**config.mk**
```make
export PLATFORM = sky130hd
export DESIGN_NAME = pixel_packer_flat
export DESIGN_NICKNAME = d
export VERILOG_FILES = /design/src/rtl/pixel_packer_if.sv /design/src/rtl/pixel_packer.sv /design/src/flat_wrapper.sv
export SDC_FILE = /design/constraint.sdc
export NUM_CORES = 1
export LEC_CHECK = 0
export ABC_AREA = 1
export CORE_AREA = 2 2 256 258
export DETAILED_ROUTE_END_ITERATION = 16
export DIE_AREA = 0 0 258 260
export GPL_TIMING_DRIVEN = 0
export SLEW_MARGIN = 40
export SYNTH_ARGS = -nofsm -noshare
export SYNTH_HDL_FRONTEND = slang
export SYNTH_SLANG_ARGS = --single-unit
export TNS_END_PERCENT = 1
```
**constraint.sdc**
```tcl
create_clock -name clk -period 24.4 [get_ports clk]
set_input_delay 3.66 -clock clk [delete_from_list [all_inputs] [get_ports clk]]
set_output_delay 3.66 -clock clk [all_outputs]
set_load 0.01 [all_outputs]
```
**src/rtl/pixel_packer_if.sv**
```systemverilog
// Channel-sample stream in, packed-pixel FIFO write out, plus frame status pulses.
// master = source/sink side, slave = packer.
interface pixel_packer_if #(
  parameter int DWIDTH         = 32,
  parameter int NUM_CHANNEL_IN = 8
);
  logic [DWIDTH-1:0]                s_data;
  logic                             s_valid;
  logic                             s_sof;
  logic                             s_ready;
  logic [NUM_CHANNEL_IN*DWIDTH-1:0] ff_wdata;
  logic                             ff_wrreq;
  logic                             ff_full;
  logic                             frame_done;
  logic                             sync_err;

  modport master (
    output s_data, s_valid, s_sof, ff_full,
    input  s_ready, ff_wdata, ff_wrreq, frame_done, sync_err
  );

  modport slave (
    input  s_data, s_valid, s_sof, ff_full,
    output s_ready, ff_wdata, ff_wrreq, frame_done, sync_err
  );
endinterface

```
**src/rtl/pixel_packer.sv**
```systemverilog
// Packs NUM_CHANNEL_IN samples per pixel into a one-entry output register feeding a FIFO.
// Write strobe 1 cycle after the last lane; stalls only the last lane while a pixel waits on a full FIFO.
module pixel_packer #(
  parameter int DWIDTH         = 32,
  parameter int NUM_CHANNEL_IN = 8,
  parameter int WIDTH          = 56,
  parameter int HEIGHT         = 56
) (
  input logic           clk,
  input logic           resetn,
  pixel_packer_if.slave bus
);
  localparam int TOTAL = WIDTH * HEIGHT;
  localparam int CW    = (NUM_CHANNEL_IN > 1) ? $clog2(NUM_CHANNEL_IN) : 1;
  localparam int PW    = (TOTAL > 1) ? $clog2(TOTAL) : 1;
  localparam logic [CW-1:0] CH_LAST  = CW'(NUM_CHANNEL_IN - 1);
  localparam logic [PW-1:0] PIX_LAST = PW'(TOTAL - 1);

  logic [NUM_CHANNEL_IN-1:0][DWIDTH-1:0] lanes_q, lanes_d;
  logic [NUM_CHANNEL_IN-1:0][DWIDTH-1:0] out_q, out_d;
  logic [CW-1:0] ch_cnt_q, ch_cnt_d;
  logic [PW-1:0] pix_cnt_q, pix_cnt_d;
  logic          out_vld_q, out_vld_d;
  logic          frame_done_q, frame_done_d;
  logic          sync_err_q, sync_err_d;
  logic          s_ready, wr, acc, resync;

  always_comb begin
    s_ready      = !((ch_cnt_q == CH_LAST) && out_vld_q && bus.ff_full);
    wr           = out_vld_q && !bus.ff_full;
    acc          = bus.s_valid && s_ready;
    resync       = acc && bus.s_sof && (ch_cnt_q != '0);
    lanes_d      = lanes_q;
    out_d        = out_q;
    out_vld_d    = out_vld_q;
    ch_cnt_d     = ch_cnt_q;
    pix_cnt_d    = pix_cnt_q;
    frame_done_d = wr && (pix_cnt_q == PIX_LAST);
    sync_err_d   = resync;

    if (wr) begin
      out_vld_d = 1'b0;
      pix_cnt_d = (pix_cnt_q == PIX_LAST) ? '0 : pix_cnt_q + PW'(1);
    end

    if (acc) begin
      if (resync) begin
        // Misaligned start of frame: drop the partial pixel, restart it from this sample.
        lanes_d[0] = bus.s_data;
        ch_cnt_d   = CW'(1);
      end else begin
        lanes_d[ch_cnt_q] = bus.s_data;
        if (ch_cnt_q == CH_LAST) begin
          ch_cnt_d  = '0;
          out_d     = lanes_d;
          out_vld_d = 1'b1;
        end else begin
          ch_cnt_d = ch_cnt_q + CW'(1);
        end
      end
      // Frame restart takes priority over a write landing in the same cycle.
      if (bus.s_sof) pix_cnt_d = '0;
    end
  end

  always_ff @(posedge clk or posedge resetn) begin
    if (resetn) begin
      lanes_q      <= '0;
      out_q        <= '0;
      out_vld_q    <= 1'b0;
      ch_cnt_q     <= '0;
      pix_cnt_q    <= '0;
      frame_done_q <= 1'b0;
      sync_err_q   <= 1'b0;
    end else begin
      lanes_q      <= lanes_d;
      out_q        <= out_d;
      out_vld_q    <= out_vld_d;
      ch_cnt_q     <= ch_cnt_d;
      pix_cnt_q    <= pix_cnt_d;
      frame_done_q <= frame_done_d;
      sync_err_q   <= sync_err_d;
    end
  end

  assign bus.s_ready    = s_ready;
  assign bus.ff_wrreq   = wr;
  assign bus.ff_wdata   = out_q;
  assign bus.frame_done = frame_done_q;
  assign bus.sync_err   = sync_err_q;
endmodule

```
**src/flat_wrapper.sv**
```systemverilog
// flat-port wrapper written by rule: the top's interface ports become plain ports
module pixel_packer_flat 
#(
  parameter int DWIDTH         = 32,
  parameter int NUM_CHANNEL_IN = 8,
  parameter int WIDTH          = 56,
  parameter int HEIGHT         = 56
)
  (clk, resetn, bus_s_data, bus_s_valid, bus_s_sof, bus_ff_full, bus_s_ready, bus_ff_wdata, bus_ff_wrreq, bus_frame_done, bus_sync_err);
  pixel_packer_if #(.DWIDTH(DWIDTH), .NUM_CHANNEL_IN(NUM_CHANNEL_IN)) bus_i ();
  input logic clk;
  input logic resetn;
  input wire logic [$bits(bus_i.s_data)-1:0] bus_s_data;
  input wire logic [$bits(bus_i.s_valid)-1:0] bus_s_valid;
  input wire logic [$bits(bus_i.s_sof)-1:0] bus_s_sof;
  input wire logic [$bits(bus_i.ff_full)-1:0] bus_ff_full;
  output wire logic [$bits(bus_i.s_ready)-1:0] bus_s_ready;
  output wire logic [$bits(bus_i.ff_wdata)-1:0] bus_ff_wdata;
  output wire logic [$bits(bus_i.ff_wrreq)-1:0] bus_ff_wrreq;
  output wire logic [$bits(bus_i.frame_done)-1:0] bus_frame_done;
  output wire logic [$bits(bus_i.sync_err)-1:0] bus_sync_err;
  assign bus_i.s_data = bus_s_data;
  assign bus_i.s_valid = bus_s_valid;
  assign bus_i.s_sof = bus_s_sof;
  assign bus_i.ff_full = bus_ff_full;
  assign bus_s_ready = bus_i.s_ready;
  assign bus_ff_wdata = bus_i.ff_wdata;
  assign bus_ff_wrreq = bus_i.ff_wrreq;
  assign bus_frame_done = bus_i.frame_done;
  assign bus_sync_err = bus_i.sync_err;
  pixel_packer #(.DWIDTH(DWIDTH), .NUM_CHANNEL_IN(NUM_CHANNEL_IN), .WIDTH(WIDTH), .HEIGHT(HEIGHT)) u_core (.clk(clk), .resetn(resetn), .bus(bus_i));
endmodule
```
==> reports/summary.txt <==
Reg2Reg Launch Point = u_core.ch_cnt_q[0]
Core Region = 0.0641 mm2
Critical path origin = bus_ff_full
IO buf count = 295
Total Neg Setup Slack = 0 ns
Crit. End Element = primary output
Logic pwr share = 35.6%
Main synth FF type = dfrtp_1
Setup violators final = 0
Pre-antenna DRT Iters = 5
Gpl congestion = 0.837
WS Path Type = in2out
Clock slew at reported path FFs = 0.05 ns
Layout Area Growth over Synthesis = 26.2%
Seq cells post-synth = 530
Layout Skew = 0.0216 ns
Worst skew pair latency = 0.63 ns
CTS H-tree lvls = 2
Crit path required time = 20.74 ns
Leak = 14.3 nW
Deepest clock path buffer count = 3
Critical path launch point type = primary input
Drt total wl = 83.0 mm
Layout net count = 3353
Initial Util = 36.9%
Post-Syn Instances = 2949
Tmin final = 8.88 ns
Most frequent cells in the layout = nand2_1, dfrtp_1, o21ai_0, inv_1, clkdlybuf4s50_1
WHS Path Cells = 2
Die Ht = 260 um
Max Clock Freq = 0.113 GHz
Post-CTS Hold Fix Bufs = 0
Slew Limit Fails = 0
DRC viols = 0
Fraction of registers with async set or reset after synthesis = 100%
Hold Path Class = reg2reg
Ports = 297
Num CTS Buffers = 58
Core Util, Final = 46.5%
R2R cell count = 10
Commonest non-fill, non-tap cell in the layout = nand2_1
Net switching power = 1.30 mW
Filler cell count = 6260
Remaining Overflow, GRT = 0
Clk sink count = 530
Syn. warnings = 0
CP Max Fanout = 6
RSZ-0062 raised after global routing = false
P per Cell Area = 119 mW/mm2
Count of different cell masters after synthesis = 24
Syn nets = 2990
Status = finished, final reports clean
Antenna violations before repair = 2
Clock power share = 25.3%
Drt via density = 5.02
Data arrival, critical path = 5.22 ns
Layout cells sized above 1 = 5.99%
Root buffer cell = clkbuf_16
Final Hold Vio Count = 0
Top post-synthesis cells by area = dfrtp_1, nand2_1, o21ai_0, nand3_1, inv_1
Reg-to-reg setup timing slack = 21.44 ns
Worst r2r dst = u_core.bus.ff_wdata[128]
Row count = 93
Post-synth EDFFs = 0
DR WL/cell = 19.7 um
DIE AREA = 0.0671 mm2
Post-CTS setup buffer count = 0
Die X = 258 um
Avg Inst Size Synth = 8.01 um2
Crit share post-route = 36.4%
Max_cap viols = 0
Maximum vdd drop = 0.0593 mV
Slew Limit Headroom = 39.9%
Synth top area share = 56.1%
Antenna viol nets, final = 0
Power share of the sequential group = 39.1%
Pint = 2.25 mW
Synthesized cell area = 0.0236 mm2
CTS tree = built
Setup crit end = bus_ff_wrreq
Switch share = 36.7%
Vias = 21200
Slew @ Worst Pin = 0.901 ns
Largest net degree at the start of global routing = 78
First-pass GRT wire length = 125 mm
Overall Global Routing Usage = 24.5%
Detailed-placement wirelength estimate = 56.3 mm
Number of global-route vias before repair = 20100
Post-CTS Resized = 0
Sequential element share of the synthesized area = 56.1%
Leading area contributor after synthesis = dfrtp_1
Drt initial violations = 2276
## cell usage after synthesis, types with 3 or more instances
master and number:
nand3_1 237, nand2_1 1048, xor2_1 4, ha_1 4, nor2_1 24, buf_2 91
clkbuf_1 104, inv_1 305, dfrtp_1 530, a31oi_1 32, nand2_2 3, o21ai_1 20
a21oi_1 4, nand4_1 4, o21ai_0 528
## logic make-up (layout without fill, tap and decap cells)
family,count (synthesis),in the layout,share of synthesized area (%)
AOI/OAI and AO/OA,588,588,12.7
other,0,7,0
DFF,530,530,56.1
adders and majority gates,4,4,0.212
and+or+nand+nor,1318,1318,22.3
xor gates and xnor gates,5,5,0.185
buffers and inverters,504,911,8.49
## worst max-delay path, stage by stage
cell and delay (ns):
clkdlybuf4s50_1 0.53, inv_1 0.12, nand2_1 0.15, inv_1 0.16, clkdlybuf4s50_1 0.59
## state kept, by name, summed over array words and instances, names as in the netlist
signal,flops
u_core.bus.ff_wdata,256
u_core.bus.frame_done,1
u_core.bus.sync_err,1
u_core.ch_cnt_q,3
u_core.lanes_q,256
u_core.out_vld_q,1
u_core.pix_cnt_q,12
## worst min-delay path by stage
stage	from	to	slack, ns
4_1_cts	u_core.bus.ff_wdata[54]	u_core.bus.ff_wdata[54]	0.47
3_3_place_gp	u_core.bus.ff_wdata[43]	u_core.bus.ff_wdata[43]	0.46
6_report	u_core.bus.ff_wdata[54]	u_core.bus.ff_wdata[54]	0.47
2_1_floorplan	u_core.out_vld_q	u_core.out_vld_q	0.49
5_1_grt	u_core.bus.ff_wdata[234]	u_core.bus.ff_wdata[234]	0.48
3_5_place_dp	u_core.bus.ff_wdata[158]	u_core.bus.ff_wdata[158]	0.46
## layer usage
layer	vias up	global-route usage (%)	routed length, um
li1	10100	-	-
met1	10200	35.1	36500
met2	756	37.6	37700
met3	149	4.49	6120
met4	2	8.16	2670
met5	-	0	17
## cell type report
| type | instances | area (um2) | share of cell area (%) |
|---|---|---|---|
| Sequential cell | 530 | 13300 | 44.5 |
| Multi-Input combinational cell | 1915 | 8360 | 28.0 |
| Clock buffer | 86 | 1750 | 5.86 |
| Antenna cell | 7 | 17.5 | 0.0587 |
| Inverter | 307 | 1160 | 3.89 |
| Buffer | 197 | 855 | 2.87 |
| Timing Repair Buffer | 303 | 3170 | 10.6 |
| Tap cell | 855 | 1070 | 3.59 |
| Clock inverter | 18 | 180 | 0.604 |
## power groups by stage
stage	Sequential (mW)	Clock [mW]	Combinational (mW)
after global routing	1.43	0.951	1.43
after floorplan	1.43	0	0.641
after detailed placement	1.40	0	1.26
after global placement	1.40	0	1.24
final	1.39	0.900	1.27
after CTS	1.39	0.916	1.27
## stage by stage
| step | cells | worst slack, ns | hold slack [ns] | area, um2 | power (mW) |
|---|---|---|---|---|---|
| finish | 4218 | 15.52 | 0.466 | 29800 | 3.56 |
| global route | 4211 | 15.48 | 0.484 | 29800 | 3.80 |
| CTS | 4211 | 15.54 | 0.472 | 29800 | 3.57 |
| detailed placement | 4107 | 15.54 | 0.458 | 27900 | 2.66 |
| global placement | 4099 | -1.27 | 0.455 | 27700 | 2.64 |
| floorplan | 2949 | 5.93 | 0.487 | 23600 | 2.07 |
Power figures use the tool's default switching activity.
